`src/rtl/bus_cycle_engine.sv`:
```
// Sequences M-cycles of T-states for one instruction and drives the registered memory bus.
// Define BCE_WAIT_STATE_EN to let mem_ready insert wait states at T3.
module bus_cycle_engine #(
  parameter int ADDR_W     = 16,
  parameter int DATA_W     = 8,
  parameter int MAX_CYCLES = 6,
  parameter int T_PER_M    = 4,
  localparam int CNT_W     = $clog2(MAX_CYCLES) + 1,
  localparam int IDX_W     = $clog2(MAX_CYCLES)
) (
  input  logic              clk,
  input  logic              reset,
  input  logic              instr_valid,
  output logic              instr_ready,
  input  logic [CNT_W-1:0]  instr_num_cycles,
  output logic [IDX_W-1:0]  cycle_idx,
  input  logic [1:0]        cyc_op,
  input  logic [ADDR_W-1:0] cyc_addr,
  input  logic [DATA_W-1:0] cyc_wdata,
  input  logic              cyc_cond_check,
  input  logic              cond_true,
  output logic [ADDR_W-1:0] addr_bus,
  output logic [DATA_W-1:0] wdata,
  output logic              drive_data,
  output logic              mem_req_read,
  output logic              mem_req_write,
  input  logic              mem_ready,
  input  logic [DATA_W-1:0] rdata,
  output logic              rdata_valid,
  output logic [DATA_W-1:0] rdata_q,
  output logic [2:0]        t_phase,
  output logic              instr_done
);

  typedef enum logic {IDLE, RUN} state_t;

  localparam logic [2:0]       PH_T1   = 3'd0;
  localparam logic [2:0]       PH_T2   = 3'd1;
  localparam logic [2:0]       PH_T3   = 3'd2;
  localparam logic [2:0]       PH_LAST = 3'(T_PER_M - 1);
  localparam logic [IDX_W-1:0] IDX_MAX = IDX_W'(MAX_CYCLES - 1);

  state_t              state_q, state_d;
  logic [IDX_W-1:0]    idx_q, idx_d;
  logic [IDX_W-1:0]    last_q, last_d;
  logic [2:0]          phase_q, phase_d;
  logic [ADDR_W-1:0]   addr_q, addr_d;
  logic [DATA_W-1:0]   wdata_q, wdata_d;
  logic [DATA_W-1:0]   rdq_q, rdq_d;
  logic                rd_q, rd_d;
  logic                wr_q, wr_d;
  logic                drv_q, drv_d;
  logic                rvld_q, rvld_d;
  logic                done_q, done_d;

  logic                ready_eff;
  logic                is_read;
  logic                is_write;
  logic                cond_fail;
  logic [IDX_W-1:0]    acc_last;

`ifdef BCE_WAIT_STATE_EN
  assign ready_eff = mem_ready;
`else
  // Without wait states the memory is always considered ready.
  assign ready_eff = mem_ready | 1'b1;
`endif

  assign is_read   = (cyc_op == 2'd1);
  assign is_write  = (cyc_op == 2'd2);
  assign cond_fail = cyc_cond_check & ~cond_true;

  // Stored as the index of the last M-cycle: 0 behaves as 1, oversize clamps to the maximum.
  always_comb begin
    acc_last = '0;
    if (instr_num_cycles == '0) begin
      acc_last = '0;
    end else if (instr_num_cycles > CNT_W'(MAX_CYCLES)) begin
      acc_last = IDX_MAX;
    end else begin
      acc_last = IDX_W'(instr_num_cycles - CNT_W'(1));
    end
  end

  always_comb begin
    state_d = state_q;
    idx_d   = idx_q;
    last_d  = last_q;
    phase_d = phase_q;
    addr_d  = addr_q;
    wdata_d = wdata_q;
    rdq_d   = rdq_q;
    rd_d    = rd_q;
    wr_d    = wr_q;
    drv_d   = drv_q;
    rvld_d  = 1'b0;
    done_d  = 1'b0;

    case (state_q)
      IDLE: begin
        if (instr_valid) begin
          state_d = RUN;
          idx_d   = '0;
          phase_d = PH_T1;
          last_d  = acc_last;
        end
      end

      RUN: begin
        if (phase_q == PH_LAST) begin
          rd_d    = 1'b0;
          wr_d    = 1'b0;
          drv_d   = 1'b0;
          phase_d = PH_T1;
          // A failed condition skips straight to the final M-cycle slot.
          if (cond_fail && (idx_q != IDX_MAX)) begin
            idx_d = IDX_MAX;
          end else if (cond_fail || (idx_q == last_q) || (idx_q == IDX_MAX)) begin
            state_d = IDLE;
            idx_d   = '0;
            done_d  = 1'b1;
          end else begin
            idx_d = idx_q + IDX_W'(1);
          end
        end else if (phase_q == PH_T1) begin
          addr_d  = cyc_addr;
          phase_d = PH_T2;
        end else if (phase_q == PH_T2) begin
          if (is_read) begin
            rd_d  = 1'b1;
            drv_d = 1'b0;
          end else if (is_write) begin
            wr_d    = 1'b1;
            drv_d   = 1'b1;
            wdata_d = cyc_wdata;
          end
          phase_d = PH_T3;
        end else if (phase_q == PH_T3) begin
          if (!((is_read || is_write) && !ready_eff)) begin
            if (is_read) begin
              rdq_d  = rdata;
              rvld_d = 1'b1;
            end
            phase_d = phase_q + 3'd1;
          end
        end else begin
          phase_d = phase_q + 3'd1;
        end
      end

      default: state_d = IDLE;
    endcase
  end

  always_ff @(posedge clk) begin
    if (reset) begin
      state_q <= IDLE;
      idx_q   <= '0;
      last_q  <= '0;
      phase_q <= PH_T1;
      addr_q  <= '0;
      wdata_q <= '0;
      rdq_q   <= '0;
      rd_q    <= 1'b0;
      wr_q    <= 1'b0;
      drv_q   <= 1'b0;
      rvld_q  <= 1'b0;
      done_q  <= 1'b0;
    end else begin
      state_q <= state_d;
      idx_q   <= idx_d;
      last_q  <= last_d;
      phase_q <= phase_d;
      addr_q  <= addr_d;
      wdata_q <= wdata_d;
      rdq_q   <= rdq_d;
      rd_q    <= rd_d;
      wr_q    <= wr_d;
      drv_q   <= drv_d;
      rvld_q  <= rvld_d;
      done_q  <= done_d;
    end
  end

  assign instr_ready   = (state_q == IDLE);
  assign cycle_idx     = idx_q;
  assign t_phase       = phase_q;
  assign addr_bus      = addr_q;
  assign wdata         = wdata_q;
  assign drive_data    = drv_q;
  assign mem_req_read  = rd_q;
  assign mem_req_write = wr_q;
  assign rdata_valid   = rvld_q;
  assign rdata_q       = rdq_q;
  assign instr_done    = done_q;

endmodule

```
`config.mk`:
```
export PLATFORM = sky130hd
export DESIGN_NAME = bus_cycle_engine
export DESIGN_NICKNAME = d
export VERILOG_FILES = /design/src/rtl/bus_cycle_engine.sv
export SDC_FILE = /design/constraint.sdc
export NUM_CORES = 1
export LEC_CHECK = 0
export BUFFER_PORTS_ARGS = -buffer_cell sky130_fd_sc_hd__buf_2
export CELL_PAD_IN_SITES_DETAIL_PLACEMENT = 2
export CELL_PAD_IN_SITES_GLOBAL_PLACEMENT = 2
export CORE_MARGIN = 2
export CORE_UTILIZATION = 26
export CTS_CLUSTER_DIAMETER = 30
export DETAILED_ROUTE_END_ITERATION = 7
export PLACE_DENSITY_LB_ADDON = 0.1
export SLEW_MARGIN = 10
export SYNTH_ARGS = -nofsm -noshare
export SYNTH_HDL_FRONTEND = slang
export SYNTH_SLANG_ARGS = --single-unit
```
`constraint.sdc`:
```
create_clock -name clk -period 2.15 [get_ports clk]
set_input_delay 0.3225 -clock clk [delete_from_list [all_inputs] [get_ports clk]]
set_output_delay 0.3225 -clock clk [all_outputs]
set_load 0.05 [all_outputs]
```
# After elaboration in Yosys (flattened, before gate mapping)
# Index checks and enable logic that the tools add are counted.
[totals]
register_bits = 47
out_inout_bits = 44
elab_cells = 86
[op_classes]
add_sub_neg = 3
order_cmp = 1
n_eq_ne = 12
muxes = 31
bitwise = 8
reduce_logical = 19
[ops]
columns = ["op", "count"]
rows = [
  ["two-way mux 3 bit", 9],
  ["two-way mux 1 bit", 19],
  ["case mux 3 bit (2 select lines)", 2],
  ["AND reduction 6 bit", 2],
  ["AND reduction 4 bit", 2],
  ["inverter 1 bit", 7],
  ["adder 3 x 1 -> 3 bit (second input constant)", 2],
  ["equality test 3 x 2 -> 1 bit (second input constant)", 2],
  ["nonzero test 2 bit", 3],
  ["OR reduction 6 bit", 1],
  ["AND reduction 5 bit", 1],
  ["> comparator 4 x 3 -> 1 bit (second input constant)", 1],
  ["logical NOT 4 bit", 1],
  ["!= test 2 x 1 -> 1 bit (second input constant)", 2],
  ["!= test 2 bit (second input constant)", 2],
  ["AND reduction 2 bit", 2],
  ["OR reduction 4 bit", 1],
  ["equality test 3 x 1 -> 1 bit (second input constant)", 1],
  ["equality test 3 bit", 1],
  ["equality test 3 bit (second input constant)", 1],
  ["logical NOT 3 bit", 1],
  ["!= test 3 bit (second input constant)", 1],
  ["AND reduction 3 bit", 1],
  ["nonzero test 3 bit", 1],
  ["other kinds (7)", 8],
]

# Logic depth before layout (Yosys ltp)
[logic_depth]
depth_word = 8
ltp_mapped = 8
depth_no_buf = 6

# Worst setup path after synthesis
# OpenSTA, ideal clock, no wires.
[synth_timing]
path_type = "flip-flop to flip-flop"
from = "register phase_q[0], in the netlist t_phase[0]"
to = "register wdata_q[0], in the netlist wdata[0]"
t_arrival_ns = 1.757
required_time_ns = 2.022
setup_slack_ns = 0.266
path_stages_with_launch = 7
n_path_buf = 0
synth_period_minus_slack_ns = 1.884
cell_sequence = "dfxtp_1 > inv_1 > ha_1 > nor2b_1 > nand3_2 > mux2i_1 > nor2_1"
[synth_between]
elab_chain_cells = 3
elab_cells_between_ends = 6
[synth_rtl]
columns = ["item", "line", "text"]
rows = [
  ["from (decl)", "46", "logic [2:0] phase_q, phase_d;"],
  ["from (signal assigned)", "173", "phase_q <= phase_d;"],
  ["equality test 3 x 2 -> 1 bit or logical NOT 3 bit (tied branches)", "110, 125", ""],
  ["inverter 1 bit (no line)", "--", ""],
  ["AND reduction 6 bit (no line) *", "--", ""],
  ["to (signal assigned)", "175", "wdata_q <= wdata_d;"],
  ["to (decl)", "48", "logic [DATA_W-1:0] wdata_q, wdata_d;"],
]
# Every way passes the cells marked *; elsewhere a longest branch is shown, timed or not.
# A chain may end at the register's enable or synchronous reset.

# Final worst setup path
[layout_timing]
from = "register phase_q[1], in the netlist t_phase[1]"
to = "register rdq_q[3], in the netlist rdata_q[3]"
[layout_between]
elab_chain_cells = 3
elab_cells_between_ends = 8
[layout_rtl]
columns = ["item", "line", "text"]
rows = [
  ["equality test 3 x 1 -> 1 bit (tied with other cells)", "128", "end else if (phase_q == PH_T2) begin"],
  ["inverter 1 bit (no line)", "--", ""],
  ["AND reduction 6 bit (no line) *", "--", ""],
  ["to (signal assigned)", "176", "rdq_q <= rdq_d;"],
  ["to (decl)", "49", "logic [DATA_W-1:0] rdq_q, rdq_d;"],
]
# Marked as above.

==> impl_metrics.env <==
export IMPL_core_area_um2=7730
export IMPL_use_met2=0.249
export IMPL_crit_path_max_fanout=10
export IMPL_setup_ws_ns=0.315
export IMPL_final_common_cell="buf_2"
export IMPL_setup_viol=0
export IMPL_avgViaCountPerCell=4.52
export IMPL_synth_warnings=0
export IMPL_critPathKind="reg -> reg"
export IMPL_syn_inst=233
export IMPL_antenna_found_initial=0
export IMPL_ys_seq_elements=47
export IMPL_worst_setup_path_end_kind="flip-flop"
export IMPL_die_h_um=93.5
export IMPL_synth_area_um2=2080
export IMPL_max_freq_mhz=545
export IMPL_gp_congestion=0.732
export IMPL_slowest_stage="dfxtp_1"
export IMPL_cts_htree_levels=2
export IMPL_die_x_um=93.5
export IMPL_cts_resized=0
export IMPL_critPathMaxStageDelay_ns=0.37
export IMPL_layout_common_cells="buf_2 (86), dfxtp_1 (47), nand2_1 (40), nor2_1 (29), a21oi_1 (21)"
export IMPL_ant_nets=0
export IMPL_io_pins=88
export IMPL_avgSynthCellArea_um2=8.93
export IMPL_place_ws_ns=0.265
export IMPL_clockBufferDepth=2
export IMPL_dpl_cell_area_um2=2590
export IMPL_dp_hpwl_um=4540
export IMPL_p_leak_nw=1.28
export IMPL_clock_latency_ns=0.30
export IMPL_max_slew_margin=0.566
export IMPL_initial_utilization=0.269
export IMPL_antenna_cells_inserted=0
export IMPL_status="finished, final reports clean"
export IMPL_grt_use_met1=0.154
export IMPL_post_route_util=0.348
export IMPL_grt_pass1_wl_um=9330
export IMPL_clock_sinks=47
export IMPL_cts_root_buf="clkbuf_8"
export IMPL_placementRows=32
export IMPL_drcViolationCount=0
export IMPL_crit_chain="ha_1 > nor3b_4 > and4_4 > mux2i_1 > nor2_1"
export IMPL_clock_skew_ns=0.00841
export IMPL_cts_buffers=5
export IMPL_seq_area_frac_synth=0.452
export IMPL_syn_to_final_growth_pct=29.1
export IMPL_ir_worst_vdd_mv=0.196
export IMPL_path_clk_slew_ns=0.09
export IMPL_drv_cap=0
export IMPL_ctsHoldBuffers=0
export IMPL_grt_overflow=0
export IMPL_syn_num_nets=287
export IMPL_die_area_um2=8730
export IMPL_critPathLaunchType="flip-flop"
export IMPL_cellPowerDensity_nw_per_um2=654
export IMPL_grtUsageMet3=0.0298
export IMPL_grt_busiest_layer="met2"
export IMPL_worstPathArrival_ns=2.01
export IMPL_slew_violations=0
export IMPL_finalInstanceArea_um2=2690
export IMPL_setup_tns_ns=0
export IMPL_drive_above_1_share=0.331
export IMPL_rsz0062_at_grt="false"
export IMPL_grtUsageTotal=0.135
export IMPL_tightest_slew_ns=0.651
export IMPL_synth_cell_types=37
export IMPL_post_route_min_period_ns=1.84
export IMPL_grt_max_degree=35
export IMPL_crit_required_ns=2.32
export IMPL_wl_um=5830
export IMPL_fin_nets=373
export IMPL_post_cts_buffers=0
export IMPL_drtIter0Drc=26
export IMPL_p_total_w=0.00176
export IMPL_wl_per_cell_um=13.8
export IMPL_cts_tree="yes"
export IMPL_numPortBuffers=86
export IMPL_num_vias=1906
export IMPL_grt_pass1_vias=1933
export IMPL_period_share=0.854
export IMPL_hold_violations=0
export IMPL_hold_class="in -> reg"
export IMPL_drt_pass1_iterations=2
-- report_power, final --
part | internal [W] | leakage [nW] | switching (W)
registers | 0.000895 | 0.382 | 0.0000134
logic | 0.0000909 | 0.853 | 0.000179
clock network | 0.000263 | 0.0474 | 0.000315
-- stage by stage --
stage / cells / hold WS (ns)
final: 422 / 0.246
after floorplan: 233 / 0.449
after CTS: 422 / 0.237
after global placement: 414 / 0.439
after global routing: 422 / 0.237
after detailed placement: 414 / 0.450
-- area by class of cell --
type                            instances  area, um^2
Inverter                                9        33.8
Multi-Input combinational cell        165        1020
Sequential cell                        47         941
Tap cell                              102         128
Timing Repair Buffer                   91         468
Clock buffer                            6        82.6
Clock inverter                          2        16.3
Fill cell                             916        5040
-- state kept, by name, summed over array words and instances (netlist names), 3 cells and up --
name / cells
addr_bus: 16
last_q: 3
t_phase: 3
rdata_q: 8
cycle_idx: 3
wdata: 8
-- path summary, 6_finish.rpt --
check	startpoint	endpoint	slack, ns	depth (start not counted)
worst max-delay path	t_phase[1]	rdata_q[3]	0.31	5
worst max register to register	t_phase[1]	rdata_q[3]	0.31	5
worst min register to register	addr_bus[13]	addr_bus[13]	0.46	2
worst min-delay path	cyc_addr[8]	addr_bus[8]	0.25	3
-- metal layers --
layer / wire [um] / part of all wire
met5: 0 / 0
met4: 59 / 0.010
met3: 296 / 0.051
met1: 2420 / 0.41
met2: 3060 / 0.52
-- synth_stat cells --
cell type / count / area [um^2]
a2111oi_0: 1 / 8.76
a211oi_1: 1 / 7.51
a21oi_1: 21 / 105
a21oi_2: 3 / 26.3
a22o_1: 1 / 8.76
a2bb2oi_1: 1 / 8.76
a32oi_1: 3 / 26.3
and2_1: 1 / 6.26
and2b_1: 3 / 22.5
and3b_1: 1 / 8.76
and4_4: 1 / 11.3
buf_12: 1 / 20.0
buf_2: 1 / 5.00
buf_4: 1 / 7.51
buf_6: 3 / 33.8
clkbuf_1: 6 / 22.5
dfxtp_1: 47 / 941
ha_1: 10 / 125
inv_1: 9 / 33.8
mux2i_1: 16 / 160
nand2_1: 40 / 150
nand2b_1: 2 / 12.5
nand3_1: 1 / 5.00
nand3_2: 1 / 10.0
nand3b_1: 2 / 15.0
nand4_1: 1 / 6.26
nor2_1: 29 / 109
nor2b_1: 7 / 43.8
nor3_1: 7 / 35.0
nor3b_4: 1 / 18.8
o21a_1: 1 / 7.51
o21ai_0: 2 / 10.0
o21ba_2: 1 / 10.0
o21bai_1: 1 / 7.51
o221ai_1: 1 / 8.76
or4_1: 1 / 7.51
xnor2_1: 4 / 35.0
-- critical path, delay by kind of cell (launching register included) --
kind,cells,cell delay [ns]
adders and majority gates,1,0.35
DFF,1,0.37
muxes,1,0.23
and+or+nand+nor,3,0.75
-- cell families (layout without fill, tap and decap cells) --
kind of cell	after synthesis	in the layout	synth area share
fa+ha+maj	10	10	0.0601
simple gates	98	98	0.222
xor+xnor	4	4	0.0168
mux	16	16	0.0770
compound gates	37	37	0.113
flops	47	47	0.452
buf+inv	21	108	0.0589
Power figures use the tool's default switching activity.
